--- src/rtl/pulse_stretcher.sv ---
// Stretches single-cycle event pulses into HOLD_CYCLES-wide levels separated by GAP_CYCLES low,
// queueing early events. Define PULSE_STRETCH_OVF_EN to build the sticky overflow flag.
`timescale 1ns/1ps

module pulse_stretcher #(
  parameter int HOLD_CYCLES = 4,
  parameter int GAP_CYCLES  = 2,
  parameter int PEND_W      = 4
) (
  input  logic              clk,
  input  logic              rst_n,
  input  logic              pulse_in,
  output logic              level_out,
  output logic              busy,
  output logic [PEND_W-1:0] pend_cnt,
  output logic              overflow
);

  localparam int MAX_T = (HOLD_CYCLES > GAP_CYCLES) ? HOLD_CYCLES : GAP_CYCLES;
  localparam int TW    = $clog2(MAX_T + 1);

  localparam logic [TW-1:0] HOLD_LOAD = TW'(HOLD_CYCLES - 1);
  localparam logic [TW-1:0] GAP_LOAD  = (GAP_CYCLES > 0) ? TW'(GAP_CYCLES - 1) : '0;

  typedef enum logic [1:0] {
    IDLE,
    HOLD,
    GAP
  } state_t;

  state_t            state_q, state_d;
  logic [TW-1:0]     timer_q, timer_d;
  logic [PEND_W-1:0] pend_q, pend_d;
  logic              level_q;
  logic              end_gap;
  logic              queue_evt;
  logic              take_pend;

  always_comb begin
    state_d   = state_q;
    timer_d   = timer_q;
    end_gap   = 1'b0;
    queue_evt = 1'b0;
    take_pend = 1'b0;
    pend_d    = pend_q;

    case (state_q)
      IDLE: begin
        if (pulse_in) begin
          state_d = HOLD;
          timer_d = HOLD_LOAD;
        end
      end
      HOLD: begin
        queue_evt = pulse_in;
        if (timer_q != '0) begin
          timer_d = timer_q - TW'(1);
        end else if (GAP_CYCLES > 0) begin
          state_d = GAP;
          timer_d = GAP_LOAD;
        end else begin
          end_gap = 1'b1;
        end
      end
      GAP: begin
        queue_evt = pulse_in;
        if (timer_q != '0) begin
          timer_d = timer_q - TW'(1);
        end else begin
          end_gap = 1'b1;
        end
      end
      default: state_d = IDLE;
    endcase

    // Queued events take priority; with an empty queue a same-cycle pulse starts HOLD directly.
    if (end_gap) begin
      take_pend = (pend_q != '0);
      if (take_pend || pulse_in) begin
        state_d = HOLD;
        timer_d = HOLD_LOAD;
      end else begin
        state_d = IDLE;
      end
      if (!take_pend) begin
        queue_evt = 1'b0;
      end
    end

    if (take_pend && !queue_evt) begin
      pend_d = pend_q - PEND_W'(1);
    end else if (!take_pend && queue_evt && (pend_q != '1)) begin
      pend_d = pend_q + PEND_W'(1);
    end
  end

  always_ff @(posedge clk or negedge rst_n) begin
    if (!rst_n) begin
      state_q <= IDLE;
      timer_q <= '0;
      pend_q  <= '0;
      level_q <= 1'b0;
    end else begin
      state_q <= state_d;
      timer_q <= timer_d;
      pend_q  <= pend_d;
      level_q <= (state_d == HOLD);
    end
  end

`ifdef PULSE_STRETCH_OVF_EN
  logic drop;
  logic ovf_q;

  assign drop = queue_evt && !take_pend && (pend_q == '1);

  always_ff @(posedge clk or negedge rst_n) begin
    if (!rst_n) begin
      ovf_q <= 1'b0;
    end else if (drop) begin
      ovf_q <= 1'b1;
    end
  end

  assign overflow = ovf_q;
`else
  assign overflow = 1'b0;
`endif

  assign level_out = level_q;
  assign busy      = (state_q != IDLE);
  assign pend_cnt  = pend_q;

endmodule
--- config.mk ---
export PLATFORM = sky130hd
export DESIGN_NAME = pulse_stretcher
export DESIGN_NICKNAME = d
export VERILOG_FILES = /design/src/rtl/pulse_stretcher.sv
export SDC_FILE = /design/constraint.sdc
export NUM_CORES = 1
export LEC_CHECK = 0
export ABC_AREA = 0
export CAP_MARGIN = 15
export CORE_MARGIN = 5
export CORE_UTILIZATION = 30
export CTS_CLUSTER_SIZE = 28
export DETAILED_ROUTE_END_ITERATION = 7
export SETUP_SLACK_MARGIN = 0.2
export SYNTH_ARGS = -nofsm -noshare
export SYNTH_HDL_FRONTEND = slang
export SYNTH_SLANG_ARGS = --single-unit
export TNS_END_PERCENT = 50
--- constraint.sdc ---
create_clock -name clk -period 1.9 [get_ports clk]
set_input_delay 0.285 -clock clk [delete_from_list [all_inputs] [get_ports clk]]
set_output_delay 0.285 -clock clk [all_outputs]
set_load 0.02 [all_outputs]
Word-level counts from Yosys, hierarchy flattened
Index checks and enable logic that the tools add are counted.

Bits in registers: 10. Latch bits: 0. Bits in writable memories: 0. Memory bits (read-only): 0. Output and inout bits: 7. Memories: 0.

Add/subtract/negate cells: 3. Multiply operators: 0. Divide/modulo/power cells: 0. Order comparisons: 0. Equal/unequal tests: 4. Shifts and indexed selects: 0. Mux-type cells: 19. Bitwise logic cells: 0. Reduce and logical (&&, ||, !) cells: 12.

Operators by type and width (count): 2-to-1 mux 3 bit (5); case mux 3 bit (3 select lines) (1); 2-to-1 mux 4 bit (2); 2-to-1 mux 1 bit (7); 2-to-1 mux 2 bit (3); case mux 2 bit (3 select lines) (1); adder 4 x 1 -> 4 bit, second input constant (1); equality test 2 x 1 -> 1 bit, second input constant (2); inequality test 4 bit, second input constant (1); nonzero test 2 bit (2); nonzero test 4 bit (1); subtractor 4 x 1 -> 4 bit, second input constant (1); logical AND 1 bit (3); nonzero test 3 bit (1); subtractor 3 x 1 -> 3 bit, second input constant (1); equality test 2 bit, second input constant (1); zero test 1 bit (2); zero test 2 bit (1); OR reduction 2 bit (1); logical OR 1 bit (1).

Longest topological paths before layout
Gate-level depths: netlist (run 1).

Depth in word-level cells: 9. Depth in mapped cells: 9. Gate-level depth less buffers: 9.

Worst setup path before layout (run 1)
OpenSTA, ideal clock, no wires.

Path type: reg2reg. From: register pend_q[0] (netlist: pend_cnt[0]). To: register pend_q[2] (netlist: pend_cnt[2]). Arrival time: 1859 ps. Slack: -39 ps. Cell stages (with the launch flop): 7. Path through: dfrtp_1 or4_4 nand3b_4 o21ai_0 ha_1 o31ai_1 xor2_1.

Cells in the longest elaborated chain, start to end: 6. Elaborated cells on any way between the ends: 15. Those cells by class: 2 x add/sub; 1 x eq/ne; 5 x mux; 7 x reduce/logical.

Ends and longest elaborated chain: start: declaration (line 33) `logic [PEND_W-1:0] pend_q, pend_d;`; start signal: assignment (line 106) `pend_q <= pend_d;`; branches (longest 6 deep; another with adder 4 x 1 -> 4 bit).

Parallel ways; which one is timed is not known. The select of a mux whose other input is x is not followed. A chain may end at the register's enable or synchronous reset.

Final worst setup path (run 1)
From: register state_q[1]. To: register pend_q[1] (netlist: pend_cnt[1]).

Cells in the longest elaborated chain, start to end: 8. Elaborated cells on any way between the ends: 15. Those cells by class: 2 x eq/ne; 6 x mux; 7 x reduce/logical.

Ends and longest elaborated chain: start: declaration (line 31) `state_t state_q, state_d;`; start signal: assignment (line 104) `state_q <= state_d;`; equality test 2 bit or equality test 2 x 1 -> 1 bit (tied branches) (line 47) `case (state_q)`; OR reduction 2 bit (no line); 2-to-1 mux 1 bit (line 47); 2-to-1 mux 1 bit (line 85) `if (!take_pend) begin`; 2-to-1 mux 1 bit (line 77) `if (end_gap) begin`; zero test 1 bit (line 90) `if (take_pend && !queue_evt) begin`; logical AND 1 bit (*) (line 90); 2-to-1 mux 4 bit (*) (line 90); named net pend_d[1] (line 33).

The timed path passes the listed nets; every way through them passes the cells marked *.

==> reports/metrics.cfg, run 1 <==
[place]
gp_congestion=0.859
port_buffers=8
dp_hpwl_mm=1.29

[floorplan]
die_w_um=59.1
die_y_um=59.1
ios=10
start_util=0.321
num_rows=17
core_mm2=0.00225
die-area_mm2=0.00350

[final_layout]
area_delta_synth_final_pct=45.9
diodes=0
layout-drive-gt1-share=0.402
fill_cells=222
final_nets=115

[power_and_ir_drop]
ir_worst_vdd_mv=0.703
p_sw_uw=778
p_per_area_mw_per_mm2=1740
p_int_mw=1.07
swShare=0.422
pwr-share-clk=0.082
pwr-share-seq=0.211
combPwrFrac=0.707
leakagePower_nw=0.476
p_total_mw=1.84

[synthesis]
seq_area_frac_synth=0.345
synth_most_common_cell=dfrtp_1
synth_top_area_frac=0.345
syn_area_um2=724
synth_flop_cell=dfrtp_1
synth_cell_type_count=33
synth_area_leaders=dfrtp_1 35%, ha_1 16%, o21ai_0 4.1%, inv_1 3.6%, nand3b_4 2.8%
avgSynthCellArea_um2=9.66
synth-seq-cells=10
synth_edf_count=0
synthArstFlopShare=1.00
synthCells=75
synth_commonest_cells=10 x dfrtp_1, 9 x ha_1, 7 x inv_1
synth_fp_nets=87
synth_area_leader_cell=dfrtp_1
yosys_warnings=0

[critical_path]
crit_required_ns=2.05
worstPathArrival_ns=1.94
critPathMaxFanout=3
worstSetupPathType=register to register
end_kind=register
cp-start-kind=register

[clock_tree]
clkLatencyLatePin_ns=0.26
cts.clk_slew.worst_paths_ns=0.07
htreeDepth=1
cts_sinks=10
cts_made_buffers=3
holdBufCountCts=0
clockBufferDepth=2
cts_tree=done
cts_root_buf=clkbuf_4

[sta]
fmax_mhz=559
period_share=0.942
slew_viol_final=0
min_period_ns=1.79
setup_viol=0
rsz0062_at_grt=true
totalNegativeSetupSlack_ns=0
skew_ns=0.00689
hold_viol_final=0

[grt]
grt_use_total=0.107
grt_start_max_net_pins=11
grt_antenna_before_repair=0
gr-total-overflow=0
first_global_vias=659
grt_pass1_wl_mm=2.75

[hold_path]
worst_hold_path_type=primary input to async pin

[drt]
highest_layer=met4
via_count=651
dr_wl_met2_um=916
wl_met3_um=87
viasPerCell=5.01
wl_met1_um=824
drtAntennaViolNets=0
routed_wl_mm=1.86
first_pass_iters=4
first_iter_violations=13
drc_errors=0
wl_per_cell_um=14.3

[run]
drv_cap=0

[run_status]
status=complete, no violations

==> critical path, cell delays in order, from the launching register on <==
cell and delay, ns:
dfrtp_1 0.42, inv_2 0.12, ha_4 0.20, and2_4 0.14, nand3b_4 0.17, o21ai_4 0.17
ha_4 0.21, mux2_4 0.25
==> power by group through the flow <==
stage | Sequential, mW | Clock, mW | Combinational, mW
2_1_floorplan | 0.480 | 0 | 0.585
3_3_place_gp | 0.389 | 0 | 1.06
3_5_place_dp | 0.390 | 0 | 1.08
4_1_cts | 0.388 | 0.159 | 1.10
5_1_grt | 0.405 | 0.170 | 1.43
6_report | 0.389 | 0.151 | 1.30
==> repair_timing <==
item / CTS / global route
pin swaps: 2 / 3
cloned: 0 / 0
setup buffers: 1 / 4
setup endpoints to repair: 4 / 8
resized for setup: 6 / 11
==> worst paths after layout <==
| check | from | to | slack (ns) | cells after the start |
|---|---|---|---|---|
| max in group asynchronous | rst_n | pend_cnt[1]$_DFFE_PN0P_ | 1.19 | 1 |
| worst min register to register | pend_cnt[2]$_DFFE_PN0P_ | pend_cnt[2]$_DFFE_PN0P_ | 0.58 | 2 |
| worst max-delay path | state_q[1]$_DFF_PN0_ | pend_cnt[1]$_DFFE_PN0P_ | 0.11 | 7 |
| worst max register to register | state_q[1]$_DFF_PN0_ | pend_cnt[1]$_DFFE_PN0P_ | 0.11 | 7 |
| min in group clk | pend_cnt[2]$_DFFE_PN0P_ | pend_cnt[2]$_DFFE_PN0P_ | 0.58 | 2 |
| worst min-delay path | rst_n | timer_q[2]$_DFF_PN0_ | 0.35 | 1 |
==> cell families after synthesis <==
logic type,share of synthesized area
AO/OA/AOI/OAI,0.155
XOR/XNOR,0.0242
adder cells (fa/ha/maj),0.155
buffers and inverters,0.0466
flip-flops,0.345
multiplexers,0.0345
other,0.00518
AND/OR/NAND/NOR,0.233
==> registers in the layout, indices dropped and copies added (netlist names) <==
register	cells
state_q	2
level_out	1
pend_cnt	4
timer_q	3
==> per-stage QoR <==
| stage | util | hold slack, ns | worst slack (ns) | instances | instance area (µm²) |
|---|---|---|---|---|---|
| after floorplan | - | -0.0106 | 0.0444 | 75 | 732 |
| after detailed placement | 0.409 | 0.554 | 0.0725 | 121 | 922 |
| final | 0.469 | 0.350 | 0.110 | 130 | 1060 |
| after global routing | 0.469 | 0.381 | 0.0301 | 130 | 1060 |
| after CTS | 0.427 | 0.360 | 0.115 | 126 | 963 |
| after global placement | 0.409 | 0.550 | 0.0897 | 121 | 922 |
==> final cells by class <==
class / instances / area (µm²) / share of cell area
clock buffer: 4 / 26.3 / 0.0249
tap: 28 / 35.0 / 0.0331
sequential: 10 / 253 / 0.239
inverter: 7 / 26.3 / 0.0249
multi-input combinational: 57 / 518 / 0.490
timing repair buffer: 24 / 199 / 0.188
==> cell usage in the layout, fill, tap and decap left out, drive strengths merged, types with 2 or more instances in the layout <==
cell           Yosys  routed
xor2               2       2
inv                7       7
nand2b             3       3
clkdlybuf4s50      0       7
a21oi              3       3
clkbuf             0       4
nand2              4       4
o21ai              7       7
nand3b             3       3
buf                1      16
nor2               5       5
ha                 9       9
dfrtp             10      10
nand4              2       2
and2               2       2
or4                2       2
nand3              2       2
==> per-layer routing <==
layer  track usage  vias up
li1              -      317
met1         0.125      313
met2         0.174       17
met3        0.0436        4
met4        0.0388        0
met5             0        -
Power figures use the tool's default switching activity.
==> run 2: changes to the inputs <==
- CTS_CLUSTER_SIZE: 28 -> not set
==> results of run 2 <==
No change in the layout: final DEF, timing and power equal those of run 1.
